<file path="src/rtl/fir_seq_ctrl_if.sv">
// Handshake and memory/datapath control bundle between the FIR sequencer and its host/datapath.
interface fir_seq_ctrl_if;
    logic       sample_req;
    logic [6:0] ntaps;
    logic       cload;
    logic       cload_gnt;
    logic       sample_ack;
    logic       dmem_wr;
    logic [5:0] dmem_addr;
    logic [5:0] cmem_addr;
    logic       mul_en;
    logic       acc_en;
    logic       acc_clr;
    logic       norm_en;
    logic       valid;
    logic       busy;

    // Host / datapath side
    modport master (
        output sample_req, ntaps, cload,
        input  cload_gnt, sample_ack, dmem_wr, dmem_addr, cmem_addr,
               mul_en, acc_en, acc_clr, norm_en, valid, busy
    );

    // Sequencer side
    modport slave (
        input  sample_req, ntaps, cload,
        output cload_gnt, sample_ack, dmem_wr, dmem_addr, cmem_addr,
               mul_en, acc_en, acc_clr, norm_en, valid, busy
    );
endinterface

</file>
<file path="src/rtl/fir_seq_ctrl.sv">
// FIR sequencer: per-sample LOAD/MAC/DRAIN/NORM control over a 64-entry circular sample buffer.
// Optional macro FIR_SEQ_DROP_CNT_EN adds an 8-bit saturating counter of dropped sample requests.
module fir_seq_ctrl #(
    parameter int unsigned PIPE_LAT = 5
) (
    input  logic clk2,
    input  logic rst,
`ifdef FIR_SEQ_DROP_CNT_EN
    output logic [7:0] drop_cnt,
`endif
    fir_seq_ctrl_if.slave bus
);

    localparam int unsigned AW        = 6;
    localparam int unsigned NTAPS_MAX = 64;
    localparam logic [AW-1:0] DRAIN_LAST = AW'(PIPE_LAT - 1);
    localparam logic [AW-1:0] TAP_LAST   = AW'(NTAPS_MAX - 1);

    typedef enum logic [4:0] {
        IDLE  = 5'b00001,
        LOAD  = 5'b00010,
        MAC   = 5'b00100,
        DRAIN = 5'b01000,
        NORM  = 5'b10000
    } state_t;

    state_t        state_q, state_d;
    logic [AW-1:0] head_q, head_d;
    logic [AW-1:0] k_q, k_d;
    logic [AW-1:0] n_last_q, n_last_d;

    logic          sample_ack_d, dmem_wr_d, mul_en_d, norm_en_d, valid_d, busy_d, first_tap_d;
    logic [AW-1:0] dmem_addr_d, cmem_addr_d;

    logic          sample_ack_q, dmem_wr_q, mul_en_q, norm_en_q, valid_q, busy_q, first_tap_q;
    logic [AW-1:0] dmem_addr_q, cmem_addr_q;

    logic [PIPE_LAT-1:0] en_pipe_q;
    logic [PIPE_LAT-1:0] clr_pipe_q;

    // State, head pointer, tap/drain counter and latched tap count
    always_ff @(posedge clk2) begin
        if (rst) begin
            state_q  <= IDLE;
            head_q   <= '0;
            k_q      <= '0;
            n_last_q <= TAP_LAST;
        end else begin
            state_q  <= state_d;
            head_q   <= head_d;
            k_q      <= k_d;
            n_last_q <= n_last_d;
        end
    end

    // Next state, then output values decoded from the next state so outputs can be registered
    always_comb begin
        state_d  = state_q;
        head_d   = head_q;
        k_d      = k_q;
        n_last_d = n_last_q;

        unique case (state_q)
            IDLE: begin
                if (bus.sample_req) begin
                    state_d = LOAD;
                    if (bus.ntaps == 7'd0 || bus.ntaps > 7'(NTAPS_MAX)) begin
                        n_last_d = TAP_LAST;
                    end else begin
                        n_last_d = AW'(bus.ntaps - 7'd1);
                    end
                end
            end
            LOAD: begin
                state_d = MAC;
                k_d     = '0;
            end
            MAC: begin
                if (k_q == n_last_q) begin
                    state_d = DRAIN;
                    k_d     = '0;
                end else begin
                    k_d = k_q + AW'(1);
                end
            end
            DRAIN: begin
                if (k_q == DRAIN_LAST) begin
                    state_d = NORM;
                    k_d     = '0;
                end else begin
                    k_d = k_q + AW'(1);
                end
            end
            NORM: begin
                state_d = IDLE;
                head_d  = head_q + AW'(1);
            end
            default: begin
                state_d = IDLE;
                k_d     = '0;
            end
        endcase

        sample_ack_d = (state_d == LOAD);
        dmem_wr_d    = (state_d == LOAD);
        mul_en_d     = (state_d == MAC);
        norm_en_d    = (state_d == NORM);
        busy_d       = (state_d != IDLE);
        valid_d      = (state_q == NORM);
        first_tap_d  = mul_en_d && (k_d == '0);

        dmem_addr_d = '0;
        if (state_d == LOAD) begin
            dmem_addr_d = head_d;
        end else if (state_d == MAC) begin
            dmem_addr_d = head_d - k_d;
        end
        cmem_addr_d = mul_en_d ? k_d : '0;
    end

    // Output registers and the accumulator-enable delay line
    always_ff @(posedge clk2) begin
        if (rst) begin
            sample_ack_q <= 1'b0;
            dmem_wr_q    <= 1'b0;
            mul_en_q     <= 1'b0;
            norm_en_q    <= 1'b0;
            valid_q      <= 1'b0;
            busy_q       <= 1'b0;
            first_tap_q  <= 1'b0;
            dmem_addr_q  <= '0;
            cmem_addr_q  <= '0;
            en_pipe_q    <= '0;
            clr_pipe_q   <= '0;
        end else begin
            sample_ack_q <= sample_ack_d;
            dmem_wr_q    <= dmem_wr_d;
            mul_en_q     <= mul_en_d;
            norm_en_q    <= norm_en_d;
            valid_q      <= valid_d;
            busy_q       <= busy_d;
            first_tap_q  <= first_tap_d;
            dmem_addr_q  <= dmem_addr_d;
            cmem_addr_q  <= cmem_addr_d;
            en_pipe_q    <= PIPE_LAT'({en_pipe_q, mul_en_q});
            clr_pipe_q   <= PIPE_LAT'({clr_pipe_q, first_tap_q});
        end
    end

    assign bus.sample_ack = sample_ack_q;
    assign bus.dmem_wr    = dmem_wr_q;
    assign bus.dmem_addr  = dmem_addr_q;
    assign bus.cmem_addr  = cmem_addr_q;
    assign bus.mul_en     = mul_en_q;
    assign bus.acc_en     = en_pipe_q[PIPE_LAT-1];
    assign bus.acc_clr    = clr_pipe_q[PIPE_LAT-1];
    assign bus.norm_en    = norm_en_q;
    assign bus.valid      = valid_q;
    assign bus.busy       = busy_q;

    // Sample request takes priority over a coefficient-load grant in the same cycle
    assign bus.cload_gnt = (state_q == IDLE) && bus.cload && !bus.sample_req;

`ifdef FIR_SEQ_DROP_CNT_EN
    logic drop_c;
    assign drop_c = bus.sample_req && (state_q != IDLE);

    always_ff @(posedge clk2) begin
        if (rst) begin
            drop_cnt <= '0;
        end else if (drop_c && drop_cnt != 8'hFF) begin
            drop_cnt <= drop_cnt + 8'd1;
        end
    end
`else
    // Requests arriving while busy are discarded without a trace.
`endif

endmodule

</file>
<file path="src/flat_wrapper.sv">
// flat-port wrapper written by rule: the top's interface ports become plain ports
module fir_seq_ctrl_flat 
#(
    parameter int unsigned PIPE_LAT = 5
)
  (clk2, rst, bus_sample_req, bus_ntaps, bus_cload, bus_cload_gnt, bus_sample_ack, bus_dmem_wr, bus_dmem_addr, bus_cmem_addr, bus_mul_en, bus_acc_en, bus_acc_clr, bus_norm_en, bus_valid, bus_busy);
  fir_seq_ctrl_if bus_i ();
  input  logic clk2;
  input  logic rst;
  input wire logic [$bits(bus_i.sample_req)-1:0] bus_sample_req;
  input wire logic [$bits(bus_i.ntaps)-1:0] bus_ntaps;
  input wire logic [$bits(bus_i.cload)-1:0] bus_cload;
  output wire logic [$bits(bus_i.cload_gnt)-1:0] bus_cload_gnt;
  output wire logic [$bits(bus_i.sample_ack)-1:0] bus_sample_ack;
  output wire logic [$bits(bus_i.dmem_wr)-1:0] bus_dmem_wr;
  output wire logic [$bits(bus_i.dmem_addr)-1:0] bus_dmem_addr;
  output wire logic [$bits(bus_i.cmem_addr)-1:0] bus_cmem_addr;
  output wire logic [$bits(bus_i.mul_en)-1:0] bus_mul_en;
  output wire logic [$bits(bus_i.acc_en)-1:0] bus_acc_en;
  output wire logic [$bits(bus_i.acc_clr)-1:0] bus_acc_clr;
  output wire logic [$bits(bus_i.norm_en)-1:0] bus_norm_en;
  output wire logic [$bits(bus_i.valid)-1:0] bus_valid;
  output wire logic [$bits(bus_i.busy)-1:0] bus_busy;
  assign bus_i.sample_req = bus_sample_req;
  assign bus_i.ntaps = bus_ntaps;
  assign bus_i.cload = bus_cload;
  assign bus_cload_gnt = bus_i.cload_gnt;
  assign bus_sample_ack = bus_i.sample_ack;
  assign bus_dmem_wr = bus_i.dmem_wr;
  assign bus_dmem_addr = bus_i.dmem_addr;
  assign bus_cmem_addr = bus_i.cmem_addr;
  assign bus_mul_en = bus_i.mul_en;
  assign bus_acc_en = bus_i.acc_en;
  assign bus_acc_clr = bus_i.acc_clr;
  assign bus_norm_en = bus_i.norm_en;
  assign bus_valid = bus_i.valid;
  assign bus_busy = bus_i.busy;
  fir_seq_ctrl #(.PIPE_LAT(PIPE_LAT)) u_core (.clk2(clk2), .rst(rst), .bus(bus_i));
endmodule
</file>
<file path="config.mk">
export PLATFORM = sky130hd
export DESIGN_NAME = fir_seq_ctrl_flat
export DESIGN_NICKNAME = d
export VERILOG_FILES = /design/src/rtl/fir_seq_ctrl_if.sv /design/src/rtl/fir_seq_ctrl.sv /design/src/flat_wrapper.sv
export SDC_FILE = /design/constraint.sdc
export NUM_CORES = 1
export LEC_CHECK = 0
export ABC_AREA = 1
export CORE_ASPECT_RATIO = 1.25
export CORE_MARGIN = 2
export CORE_UTILIZATION = 55
export DETAILED_ROUTE_END_ITERATION = 8
export PLACE_DENSITY = 0.84
export REMOVE_ABC_BUFFERS = 1
export SLEW_MARGIN = 10
export SYNTH_ARGS = -nofsm -noshare
export SYNTH_HDL_FRONTEND = slang
export SYNTH_SLANG_ARGS = --single-unit
</file>
<file path="constraint.sdc">
create_clock -name clk2 -period 2.95 [get_ports clk2]
set_input_delay 0.295 -clock clk2 [delete_from_list [all_inputs] [get_ports clk2]]
set_output_delay 0.295 -clock clk2 [all_outputs]
set_load 0.01 [all_outputs]
</file>
-- Word level (Yosys, flattened, before mapping)
Index checks and enable logic that the tools add are counted.
- add/sub/neg operators: 4
- multiply operators: 0
- div/mod/pow operators: 0
- order comparisons: 1
- equality and inequality tests: 11
- shift operators: 0
- mux-type cells: 11
- bitwise gates (word level): 1
- reduce and logical (&&, ||, !) cells: 10
- operator list (cell ; count):
    6-bit 2-to-1 mux ; 6
    5-bit one-hot mux with 4 select lines ; 1
    6-bit one-hot mux with 3 select lines ; 1
    5-bit 2-to-1 mux ; 3
    6-bit by 1-bit adder with 6-bit output, second input constant ; 2
    5-bit by 2-bit == test with 1-bit output, second input constant ; 2
    5-bit by 3-bit == test with 1-bit output, second input constant ; 2
    5-bit == test, second input constant ; 2
    7-bit > comparator, second input constant ; 1
    7-bit zero test ; 1
    6-bit by 3-bit == test with 1-bit output, second input constant ; 1
    6-bit == test ; 1
    6-bit zero test ; 1
    6-bit by 1-bit subtractor with 6-bit output, second input constant ; 1
    6-bit subtractor ; 1
    5-bit by 1-bit == test with 1-bit output, second input constant ; 1
    5-bit by 4-bit == test with 1-bit output, second input constant ; 1
    5-bit by 1-bit != test with 1-bit output, second input constant ; 1
    2-bit OR reduction ; 2
    1-bit logical AND ; 3
    2-bit AND reduction ; 1
    1-bit zero test ; 1
    1-bit logical OR ; 1
    1-bit inverter ; 1
- register bits: 51
- bits in latches: 0
- RAM bits: 0
- ROM bits: 0
- bits of input ports: 11
- output and inout port bits: 21
- word-level logic and storage cells: 52
- memories kept: 0

-- Logic depth before layout (Yosys ltp)
Gate-level depths: netlist of the first run.
- depth in word-level cells: 6
- gate-level depth with buffers: 21
- mapped depth without buffers: 21

-- Worst setup path before layout of the first run
No wires, ideal clock.
- path kind: register -> register
- start: reg u_core.state_q[1]
- end: reg u_core.dmem_addr_q[5] (netlist: u_core.bus.dmem_addr[5])
- library setup time: 0.131 ns
- arrival time: 2.165 ns
- data required time: 2.819 ns
- setup slack: 0.655 ns
- stages on the path, launching flop included: 18
- path buffers: 0
- period minus slack after synthesis: 2.295 ns
- cell sequence: dfxtp_1 > nor2_4 > nand2_2 > nor3_4 > nand2_2 > nand2_2 > nand2_1 > nand2_1 > inv_1 > ha_1 > nand2_1 > or2_2 > nand3_1 > inv_1 > nand2_1 > nand3_1 > nand3_2 > a21oi_2
- word-level cells in the longest chain between the ends: 6
- elaborated cells on any way between the ends: 17
- those cells by class: add/sub: 1; eq/ne: 7; mux: 8; reduce/logical: 1
- ends and longest elaborated chain (element ; RTL line ; text):
    from (decl) ; fir_seq_ctrl.sv:27 ; state_t state_q, state_d;
    from (signal assigned) ; fir_seq_ctrl.sv:49 ; state_q <= state_d;
    5-bit by 1-bit == test with 1-bit output or 5-bit == test (tied branches) ; fir_seq_ctrl.sv:63 ; unique case (state_q)
    2-bit OR reduction (no line) ; -- ;
    6-bit one-hot mux with 3 select lines ; fir_seq_ctrl.sv:63 ;
    6-bit subtractor ; fir_seq_ctrl.sv:116 ; dmem_addr_d = head_d - k_d;
    6-bit 2-to-1 mux ; fir_seq_ctrl.sv:115 ; end else if (state_d == MAC) begin
    6-bit 2-to-1 mux (*) ; fir_seq_ctrl.sv:113 ; if (state_d == LOAD) begin
    to (signal assigned) ; fir_seq_ctrl.sv:143 ; dmem_addr_q <= dmem_addr_d;
    to (decl) ; fir_seq_ctrl.sv:36 ; logic [AW-1:0] dmem_addr_q, cmem_addr_q;
Every way passes the cells marked *; elsewhere a longest branch is shown, timed or not.
A chain may end at the register's enable or synchronous reset.

-- Final worst setup path of the first run
- start: reg u_core.k_q[1]
- end: reg u_core.dmem_addr_q[5] (netlist: u_core.bus.dmem_addr[5])
- word-level cells in the longest chain between the ends: 6
- elaborated cells on any way between the ends: 14
- those cells by class: add/sub: 2; eq/ne: 4; mux: 8
- ends and longest elaborated chain (element ; RTL line ; text):
    from (decl) ; fir_seq_ctrl.sv:29 ; logic [AW-1:0] k_q, k_d;
    from (signal assigned) ; fir_seq_ctrl.sv:51 ; k_q <= k_d;
    6-bit by 1-bit adder with 6-bit output (tied with other cells) ; fir_seq_ctrl.sv:83, fir_seq_ctrl.sv:91 ;
    6-bit 2-to-1 mux (tied with other cells) ; fir_seq_ctrl.sv:87 ; if (k_q == DRAIN_LAST) begin
    6-bit one-hot mux with 3 select lines or 5-bit one-hot mux with 4 select lines (tied branches) ; fir_seq_ctrl.sv:63 ;
    6-bit subtractor or 5-bit by 3-bit == test with 1-bit output (tied branches) ; fir_seq_ctrl.sv:116, fir_seq_ctrl.sv:115 ;
    6-bit 2-to-1 mux ; fir_seq_ctrl.sv:115 ;
    6-bit 2-to-1 mux (*) ; fir_seq_ctrl.sv:113 ;
Marked as above.

==> results of run 1 <==
-- worst reg2reg max path, stage by stage (launching register included) --
cell and delay, ns:
dfxtp_1 0.43, inv_1 0.09, ha_1 0.19, nand3_1 0.21
nand3_1 0.10, nand2_1 0.07, inv_1 0.03, nand2_1 0.09
inv_1 0.09, ha_1 0.39, a21oi_1 0.11, or2_2 0.28
nand3_1 0.09, inv_1 0.05, nand2_1 0.07, nand2_1 0.06
nand2_1 0.07, nand3_2 0.06, a21oi_2 0.11
-- sequential cells by signal (all words and copies together) (netlist names) --
| register | flops |
|---|---|
| u_core.bus.cmem_addr | 6 |
| u_core.bus.sample_ack | 1 |
| u_core.k_q | 6 |
| u_core.bus.mul_en | 1 |
| u_core.bus.valid | 1 |
| u_core.bus.busy | 1 |
| u_core.head_q | 6 |
| u_core.n_last_q | 6 |
| u_core.first_tap_q | 1 |
| u_core.bus.dmem_addr | 6 |
| u_core.state_q | 5 |
| u_core.en_pipe_q | 5 |
| u_core.bus.norm_en | 1 |
| u_core.clr_pipe_q | 5 |
-- cell usage in the layout (no fill, tap or decap), types with 2 or more instances in the layout --
master / Yosys / final
nor3_1: 4 / 4
nand2_1: 75 / 75
o21ai_0: 10 / 10
nor2_4: 3 / 3
o211ai_1: 4 / 4
inv_2: 6 / 6
xor2_1: 7 / 7
a21oi_1: 12 / 12
nand3_2: 2 / 2
nand4_1: 2 / 2
dfxtp_1: 51 / 51
nor4_1: 2 / 2
nand3_1: 23 / 23
nand2_4: 2 / 2
nor2_1: 42 / 42
xnor2_1: 4 / 4
clkdlybuf4s50_1: 0 / 31
inv_1: 62 / 62
nand2_2: 6 / 6
clkbuf_8: 0 / 5
nor2_2: 4 / 4
ha_1: 10 / 10
or2_2: 3 / 3
-- logic make-up after synthesis --
group | after synthesis | share of synthesized area (%)
AND/OR/NAND/NOR | 173 | 32.6
adder cells (fa/ha/maj) | 11 | 5.77
XOR/XNOR | 11 | 3.83
flip-flops | 51 | 40.6
buffers and inverters | 74 | 11.3
AO/OA/AOI/OAI | 27 | 5.92
-- power breakdown --
part	internal [uW]	total (uW)	switching (uW)
Sequential	704	714	9.69
Combinational	48.8	120	71.6
Clock	257	495	238
Total	1010	1330	319
-- routing by layer --
layer,track usage (%),up-vias,routed length (microns)
met3,3.53,9,201
li1,-,1132,-
met2,35.6,45,2310
met4,8.51,0,89
met1,25.0,947,2210
met5,0,-,0
-- worst max-delay path by stage --
stage,start,slack (ns),cells past startpoint,end
after floorplan,u_core.state_q[1],0.67,18,u_core.bus.dmem_addr[5]
after global placement,u_core.k_q[1],0.37,17,u_core.bus.dmem_addr[5]
after detailed placement,u_core.k_q[1],0.34,18,u_core.bus.dmem_addr[5]
after CTS,u_core.k_q[1],0.31,18,u_core.bus.dmem_addr[5]
after global routing,u_core.k_q[1],0.06,18,u_core.bus.dmem_addr[5]
final,u_core.k_q[1],0.28,18,u_core.bus.dmem_addr[5]
-- area by class of cell --
cell class                 count  area share [%]
multi-input combinational    222            40.4
sequential                    51            34.1
timing repair buffer          32            10.6
inverter                      68            8.53
tap                           58            2.42
clock buffer                   5            2.30
clock inverter                 3            1.59
-- stage by stage --
stage	utilization (%)	instances	instance area, sq um	setup WS, ns	power [uW]
final	68.1	439	2990	0.285	1330
after global routing	68.1	439	2990	0.0577	1390
after CTS	68.1	439	2990	0.314	1340
after detailed placement	65.5	431	2880	0.343	852
after global placement	65.5	431	2880	0.371	850
after floorplan	-	341	2490	0.666	802
==> results.md, run 1 <==
- Status: completed
- Yosys top cell area share: slightly above 40%
- Most common cell in the netlist: nand2_1
- Seq/Total Area, Yosys: approximately two fifths
- Asr flop ratio synth: 0%
- Worst endpoint required time: around 3.2 ns
- Crit-path leading delay family: simple AND/OR/NAND/NOR gates
- Worst r2r src: u_core.k_q[1]
- # diodes: 0
- CP Cell Sequence: inv_1, ha_1, nand3_1, nand3_1, nand2_1, inv_1, nand2_1, inv_1, ha_1, a21oi_1, or2_2, nand3_1, inv_1, nand2_1, nand2_1, nand2_1, nand3_2, a21oi_2
- Yosys cell types: 31
- Antenna Nets Post-Route: 0
- Cell Area, Synth: about 2500 sq um
- Worst min path class: reg2reg
- Die width: 64.5 microns
- FF+latch count, synth: 51
- Most numerous cell on the critical path: nand2_1
- Max-cap viol count: 0
- Worst rel slew slack: between 50% and 60%
- Final hold violations: 0
- Critical Path AT: ~2.9 ns
- # IOs: 32
- First-pass GRT wire length: 8.35 mm
- Number of global-route vias before repair: between 2,000 and 2,500
- Drt wl/cell: between 10 and 15 microns
- Core area: roughly 4400 sq um
- Worst Hold Depth: 2
- Worst Hold Path EP: u_core.clr_pipe_q[1]
- Layout cell share with drive strength beyond 1: between 10% and 20%
- Area leader, netlist: dfxtp_1
- Max Fclk: about 380 MHz
- CP max stage delay: about 0.43 ns
- Post-Route WL: about 4.8 mm
- Slowest-stage cell, CP: dfxtp_1
- Final max-slew violation count: 0
- Mapped Avg Cell Area: around 7.3 sq um
- Final TNS setup: 0 ns
- Synth top cells by count: nand2_1 (75), inv_1 (62), dfxtp_1 (51)
- Post-CTS Setup Bufs: 0
- DRC Markers: 0
- Leak: roughly 0.0013 uW
- Clock Sinks: 51
- Port Buffers: 31
- Largest net degree at the start of global routing: 38
- Synth top area cells: dfxtp_1 (41%), nand2_1 (11%), inv_1 (9.2%)
- Multi-input gate area: around 1200 sq um
- Vias/cell: 4.86
- Nets: roughly 400
- Gr usage total: 20.5%
- Area Overhead vs Synth: 18.9%
- Cts bufs inserted: 5
- Slew @ Worst Pin: 0.634 ns
- Worst hold start: u_core.clr_pipe_q[0]
- Clock slew at reported path FFs: approximately 0.090 ns
- Worst Setup End Kind: flip-flop
- Die ar.: around 5100 sq um
- # resized after CTS: 0
- Max Buffers Root-to-Sink: 2
- Cells after Synth: approximately 350
- Period minus WS final: 2.67 ns
- H-tree depth: 2
- Sequential Area: just over 1000 sq um
- GPL Wtd Cong: approximately 0.92
- Startpoint types: flip-flop
- Synth Warn #: 0
- Worst hold slack: approximately 0.4 ns
- Iter 0 DRT Violations: between 100 and 150
- Initial core utilization: a little under three fifths
- Later-pin clock latency in the skew report: 0.31 ns
- Setup violations, final: 0
- RSZ-0062 raised after global routing: no
- Period utilization: about nine tenths
- Worst r2r path cells: 18
- Detailed Place HPWL: ~3.6 mm
- Via count: between 2,000 and 2,500
- Critical path buffers and inverters: 4
- Post-synth EDFFs: 0
- CTS tree: built
- CP Max Fanout: 6
- DRT Pass-1 Iters: 5
- Flop2flop setup slack: roughly 0.28 ns
- Global route overflow: 0
- VDD IR max: approximately 0.40 mV
- Post-synth top flop: dfxtp_1
- Clock Skews: 0.00403 ns
- Initial antenna violation count: 0
- RR Endpoint: u_core.bus.dmem_addr[5]
- CP Class: reg2reg
- Row count: 27
- Die span in y: 79.6 microns
- Fill count: 366
- Hold-fix buffers, CTS: 0
- Root Buffer: clkbuf_8
- PD cells: 444 nW/um^2
(Power assumes the default switching activity.)
==> run 2: changes to the inputs <==
--- a/config.mk
+++ b/config.mk
@@ -10,6 +10,7 @@
 export CORE_MARGIN = 2
 export CORE_UTILIZATION = 55
 export DETAILED_ROUTE_END_ITERATION = 8
+export GPL_ROUTABILITY_DRIVEN = 0
 export PLACE_DENSITY = 0.84
 export REMOVE_ABC_BUFFERS = 1
 export SLEW_MARGIN = 10
==> run 2 against run 1 <==
Effect of this change: count of clock-buffer cells in the layout unchanged; critical path depth did not move; sequential power hardly changed; sequential cell count unchanged; design area shrank 0.71%; critical path type unchanged; highest routed layer unchanged.
==> results.md, run 2 (synthesis results as in run 1) <==
- Worst Hold Depth: 2
- First-pass GRT wire length: ~9 mm
- Final TNS setup: 0 ns
- Initial core utilization: a little under three fifths
- Worst min path class: reg2reg
- Post-Route WL: 4.77 mm
- Max-cap viol count: 0
- Worst r2r path cells: 18
- Hold-fix buffers, CTS: 0
- # diodes: 0
- Max Fclk: between 300 and 400 MHz
- Core area: ~4400 sq um
- Startpoint types: flip-flop
- Critical Path AT: between 2 and 3 ns
- Period minus WS final: ~2.6 ns
- Layout cell share with drive strength beyond 1: between 10% and 20%
- RR Endpoint: u_core.bus.dmem_addr[5]
- Leak: 0.00134 uW
- Non-Filler Instances: approximately 440
- Clock Skews: approximately 0.0064 ns
- CTS tree: built
- Via count: between 2,000 and 2,500
- Iter 0 DRT Violations: 96
- Period utilization: about nine tenths
- Slew @ Worst Pin: about 0.65 ns
- Clock slew at reported path FFs: around 0.1 ns
- Initial antenna violation count: 0
- Cts bufs inserted: 5
- Global route overflow: 0
- Area Overhead vs Synth: 18.1%
- RSZ-0062 raised after global routing: no
- DRT Pass-1 Iters: 4
- Row count: 27
- CP Max Fanout: 6
- Worst r2r src: u_core.k_q[0]
- Root Buffer: clkbuf_8
- Die ar.: a little over 5000 sq um
- Gr usage total: 21.8%
- Post-CTS Setup Bufs: 0
- Largest net degree at the start of global routing: 21
- Fill count: slightly above 400
- Number of global-route vias before repair: 2,038
- CP Class: reg2reg
- DRC Markers: 0
- H-tree depth: 2
- Inst Count DP: 431
- Die width: around 64 microns
- VDD IR max: around 0.41 mV
- Nets: between 400 and 500
- Die span in y: approximately 80 microns
- # resized after CTS: 0
- Detailed Place HPWL: roughly 3.7 mm
- Final hold violations: 0
- PD cells: between 400 and 500 nW/um^2
- Later-pin clock latency in the skew report: 0.31 ns
- Port Buffers: 31
- # IOs: 32
- Vias/cell: 4.90
- Flop2flop setup slack: slightly above 0.3 ns
- Most common cell after layout, fill and taps aside: nand2_1
- Worst rel slew slack: between 50 and 60%
- Worst hold start: u_core.first_tap_q
- Drt wl/cell: roughly 11 microns
- Clock Sinks: just over 50
- Max Buffers Root-to-Sink: 2
- Status: completed
- Most frequent cells in the layout: nand2_1 (75), inv_1 (62), dfxtp_1 (51)
- Worst Hold Path EP: u_core.clr_pipe_q[0]
- Worst endpoint required time: ~3.2 ns
- Final max-slew violation count: 0
- Antenna Nets Post-Route: 0
- Worst Setup End Kind: flip-flop
- Setup violations, final: 0
[run 2: area by class of cell]
cell class	instances	area, sq um	share of cell area, %
Tap cell	58	72.6	2.44
Timing Repair Buffer	32	318	10.7
Clock buffer	5	68.8	2.32
Sequential cell	51	1020	34.4
Multi-Input combinational cell	222	1210	40.7
Inverter	68	255	8.59
Clock inverter	3	26.3	0.884
[run 2: how the worst max path moves through the flow]
| stage | cells after the start | start | endpoint | slack [ns] |
|---|---|---|---|---|
| finish | 18 | u_core.k_q[0] | u_core.bus.dmem_addr[5] | 0.31 |
| global route | 18 | u_core.state_q[0] | u_core.bus.dmem_addr[5] | 0.08 |
| CTS | 18 | u_core.state_q[0] | u_core.bus.dmem_addr[5] | 0.31 |
| detailed placement | 18 | u_core.state_q[0] | u_core.bus.dmem_addr[5] | 0.35 |
| global placement | 17 | u_core.k_q[0] | u_core.bus.dmem_addr[5] | 0.42 |
| floorplan | 18 | u_core.state_q[1] | u_core.bus.dmem_addr[5] | 0.67 |
[run 2: power breakdown]
part           switching [uW]  internal (uW)
logic                    72.3           48.8
registers                10.3            705
clock network             244            175
total                     327            928
[run 2: per-layer routing]
metal	up-vias	global-route usage, %	share of wire, %
met2	33	39.1	49
met1	985	25.6	47
met3	6	3.53	2.9
li1	1129	-	-
met5	-	0	0
met4	0	8.94	1.9
[run 2: critical path, stage by stage, from the launching register on]
cell and delay (ns):
dfxtp_1 0.41, inv_2 0.10, ha_1 0.21, nand3_1 0.19, nand2_1 0.11, nand2_2 0.10
nand2_1 0.06, nand2_1 0.07, inv_1 0.09, ha_1 0.37, nand2_1 0.09, or2_2 0.29
nand3_1 0.09, inv_1 0.04, nand2_1 0.07, nand2_1 0.05, nand2_1 0.07, nand3_2 0.07
a21oi_2 0.11
[run 2: through the flow]
step	worst slack [ns]	util [%]	hold WS [ns]	area, sq um	total power [uW]
2_1_floorplan	0.666	-	0.357	2490	802
3_3_place_gp	0.421	65.5	0.391	2880	850
3_5_place_dp	0.345	65.5	0.397	2880	853
4_1_cts	0.309	67.7	0.408	2970	1270
5_1_grt	0.0780	67.7	0.431	2970	1310
6_report	0.305	67.7	0.409	2970	1250
==> run 3: changes to the inputs <==
--- a/config.mk
+++ b/config.mk
@@ -7,12 +7,13 @@
 export LEC_CHECK = 0
 export ABC_AREA = 1
 export CORE_ASPECT_RATIO = 1.25
-export CORE_MARGIN = 2
+export CORE_MARGIN = 3
 export CORE_UTILIZATION = 55
 export DETAILED_ROUTE_END_ITERATION = 8
 export GPL_ROUTABILITY_DRIVEN = 0
 export PLACE_DENSITY = 0.84
 export REMOVE_ABC_BUFFERS = 1
+export SKIP_CTS_REPAIR_TIMING = 1
 export SLEW_MARGIN = 10
 export SYNTH_ARGS = -nofsm -noshare
 export SYNTH_HDL_FRONTEND = slang
==> run 3 against run 2 <==
Effect of this change: sequential share of layout area stayed put; register-to-register slack lost 0.02 ns; clock power increased by 2%; critical path type unchanged.
==> results.md, run 3 (synthesis results as in run 1) <==
- Status: completed
- Area Overhead vs Synth: 18.1%
- Nets: ~400
- Layout cell share with drive strength beyond 1: 10.5%
- Row count: 26
- Vias/cell: around 4.9
- Via count: roughly 2,100
- Clock power frac: about a third
- Initial core utilization: between 50% and 60%
- Startpoint types: flip-flop
- Clock slew at reported path FFs: about 0.10 ns
- Cts bufs inserted: 5
- Die width: between 60 and 70 microns
- Core area: ~4300 sq um
- Port Buffers: 31
- # IOs: 32
- Net switching fraction of the power: a little over a quarter
- PD cells: 426 nW/um^2
- VDD IR max: approximately 0.27 mV
- Slowest-stage cell, CP: dfxtp_1
- # diodes: 0
- NetSw: ~340 uW
- CP max stage delay: around 0.42 ns
- Detailed Place HPWL: 3.69 mm
- Final hold violations: 0
- Die span in y: roughly 82 microns
- Number of global-route vias before repair: roughly 2,100
- Worst Setup End Kind: flip-flop
- Worst endpoint required time: roughly 3.2 ns
- Critical path buffers and inverters: 2
- Post-Route WL: just under 5 mm
- Period utilization: between 90% and 100%
- Most frequent cells in the layout: nand2_1 (75), inv_1 (62), dfxtp_1 (51)
- Initial antenna violation count: 0
- Drt wl/cell: roughly 11 microns
- Gr usage total: roughly a fifth
- Later-pin clock latency in the skew report: just over 0.3 ns
- Max-cap viol count: 0
- Clock Sinks: just over 50
- Final TNS setup: 0 ns
- RSZ-0062 raised after global routing: no
- Setup violations, final: 0
- Global route overflow: 0
- Worst min path class: reg2reg
- Leak: between 0.001 and 0.0015 uW
- DRC Markers: 0
- First-pass GRT wire length: roughly 8.7 mm
- Clock Skews: 0.00483 ns
- Largest net degree at the start of global routing: 27
- Antenna Nets Post-Route: 0
- Iter 0 DRT Violations: 67
- H-tree depth: 2
- Root Buffer: clkbuf_8
- Total power: about 1300 uW
- Period minus WS final: roughly 2.7 ns
- Fill count: 368
- Most common cell after layout, fill and taps aside: nand2_1
- Flop pwr share: 56.6%
- Worst rel slew slack: 56.7%
- Cell internal pwr: between 900 and 1000 uW
- Sequential Area: roughly 1000 sq um
- Comb power frac: 9.7%
- Crit-path leading delay family: simple AND/OR/NAND/NOR gates
- Die ar.: 5430 sq um
- CP Cell Sequence: inv_2, ha_1, nand3_1, nand2_1, nand2_2, nand2_1, nand2_1, inv_1, ha_1, nand2_1, or2_2, nand3_1, nand3_1, nand3_1, nand3_2, a21oi_2
- Max Fclk: roughly 370 MHz
- Multi-input gate area: ~1200 sq um
- Slew @ Worst Pin: about 0.65 ns
- CP Class: reg2reg
- Critical Path AT: 2.92 ns
- DRT Pass-1 Iters: 4
- Core Util, Final: between 60% and 70%
- CP Max Fanout: 6
- Max Buffers Root-to-Sink: 2
- Final max-slew violation count: 0
- CTS tree: built
-- run 3: stage by stage --
stage	setup WS [ns]	instances	hold WS, ns	area [sq um]
floorplan	0.666	341	0.357	2490
global placement	0.430	429	0.390	2870
detailed placement	0.336	429	0.395	2870
CTS	0.316	437	0.405	2970
global route	0.0393	437	0.427	2970
finish	0.280	437	0.401	2970
-- run 3: worst paths after layout --
check	from	to	slack, ns	cells after the start
setup / recovery	u_core.k_q[0]	u_core.bus.dmem_addr[5]	0.28	16
hold reg to reg	u_core.clr_pipe_q[1]	u_core.clr_pipe_q[2]	0.40	2
hold / removal	u_core.clr_pipe_q[1]	u_core.clr_pipe_q[2]	0.40	2
setup reg to reg	u_core.k_q[0]	u_core.bus.dmem_addr[5]	0.28	16
-- run 3: worst register-to-register path, cell delays in order, from the launching register on --
cell and delay (ns):
dfxtp_1 0.42, inv_2 0.09, ha_1 0.21, nand3_1 0.19
nand2_1 0.12, nand2_2 0.11, nand2_1 0.05, nand2_1 0.07
inv_1 0.08, ha_1 0.35, nand2_1 0.09, or2_2 0.30
nand3_1 0.10, nand3_1 0.11, nand3_1 0.12, nand3_2 0.09
a21oi_2 0.11
-- run 3: power groups by stage --
stage,Sequential (uW),Combinational (uW),Clock (uW)
global route,717,137,465
finish,715,123,426
global placement,730,120,0
CTS,715,124,433
floorplan,731,70.3,0
detailed placement,731,123,0
-- run 3: cell type report --
type | instances | share of cell area [%]
multi-input combinational | 222 | 40.7
tap | 56 | 2.36
clock buffer | 5 | 2.32
timing repair buffer | 32 | 10.7
clock inverter | 3 | 0.968
sequential | 51 | 34.4
inverter | 68 | 8.59
-- run 3: per-layer routing --
layer  GRT usage, %  routed length, microns
met5              0                       0
met4           10.8                     122
met3           3.69                     163
met2           36.0                    2330
met1           23.7                    2230
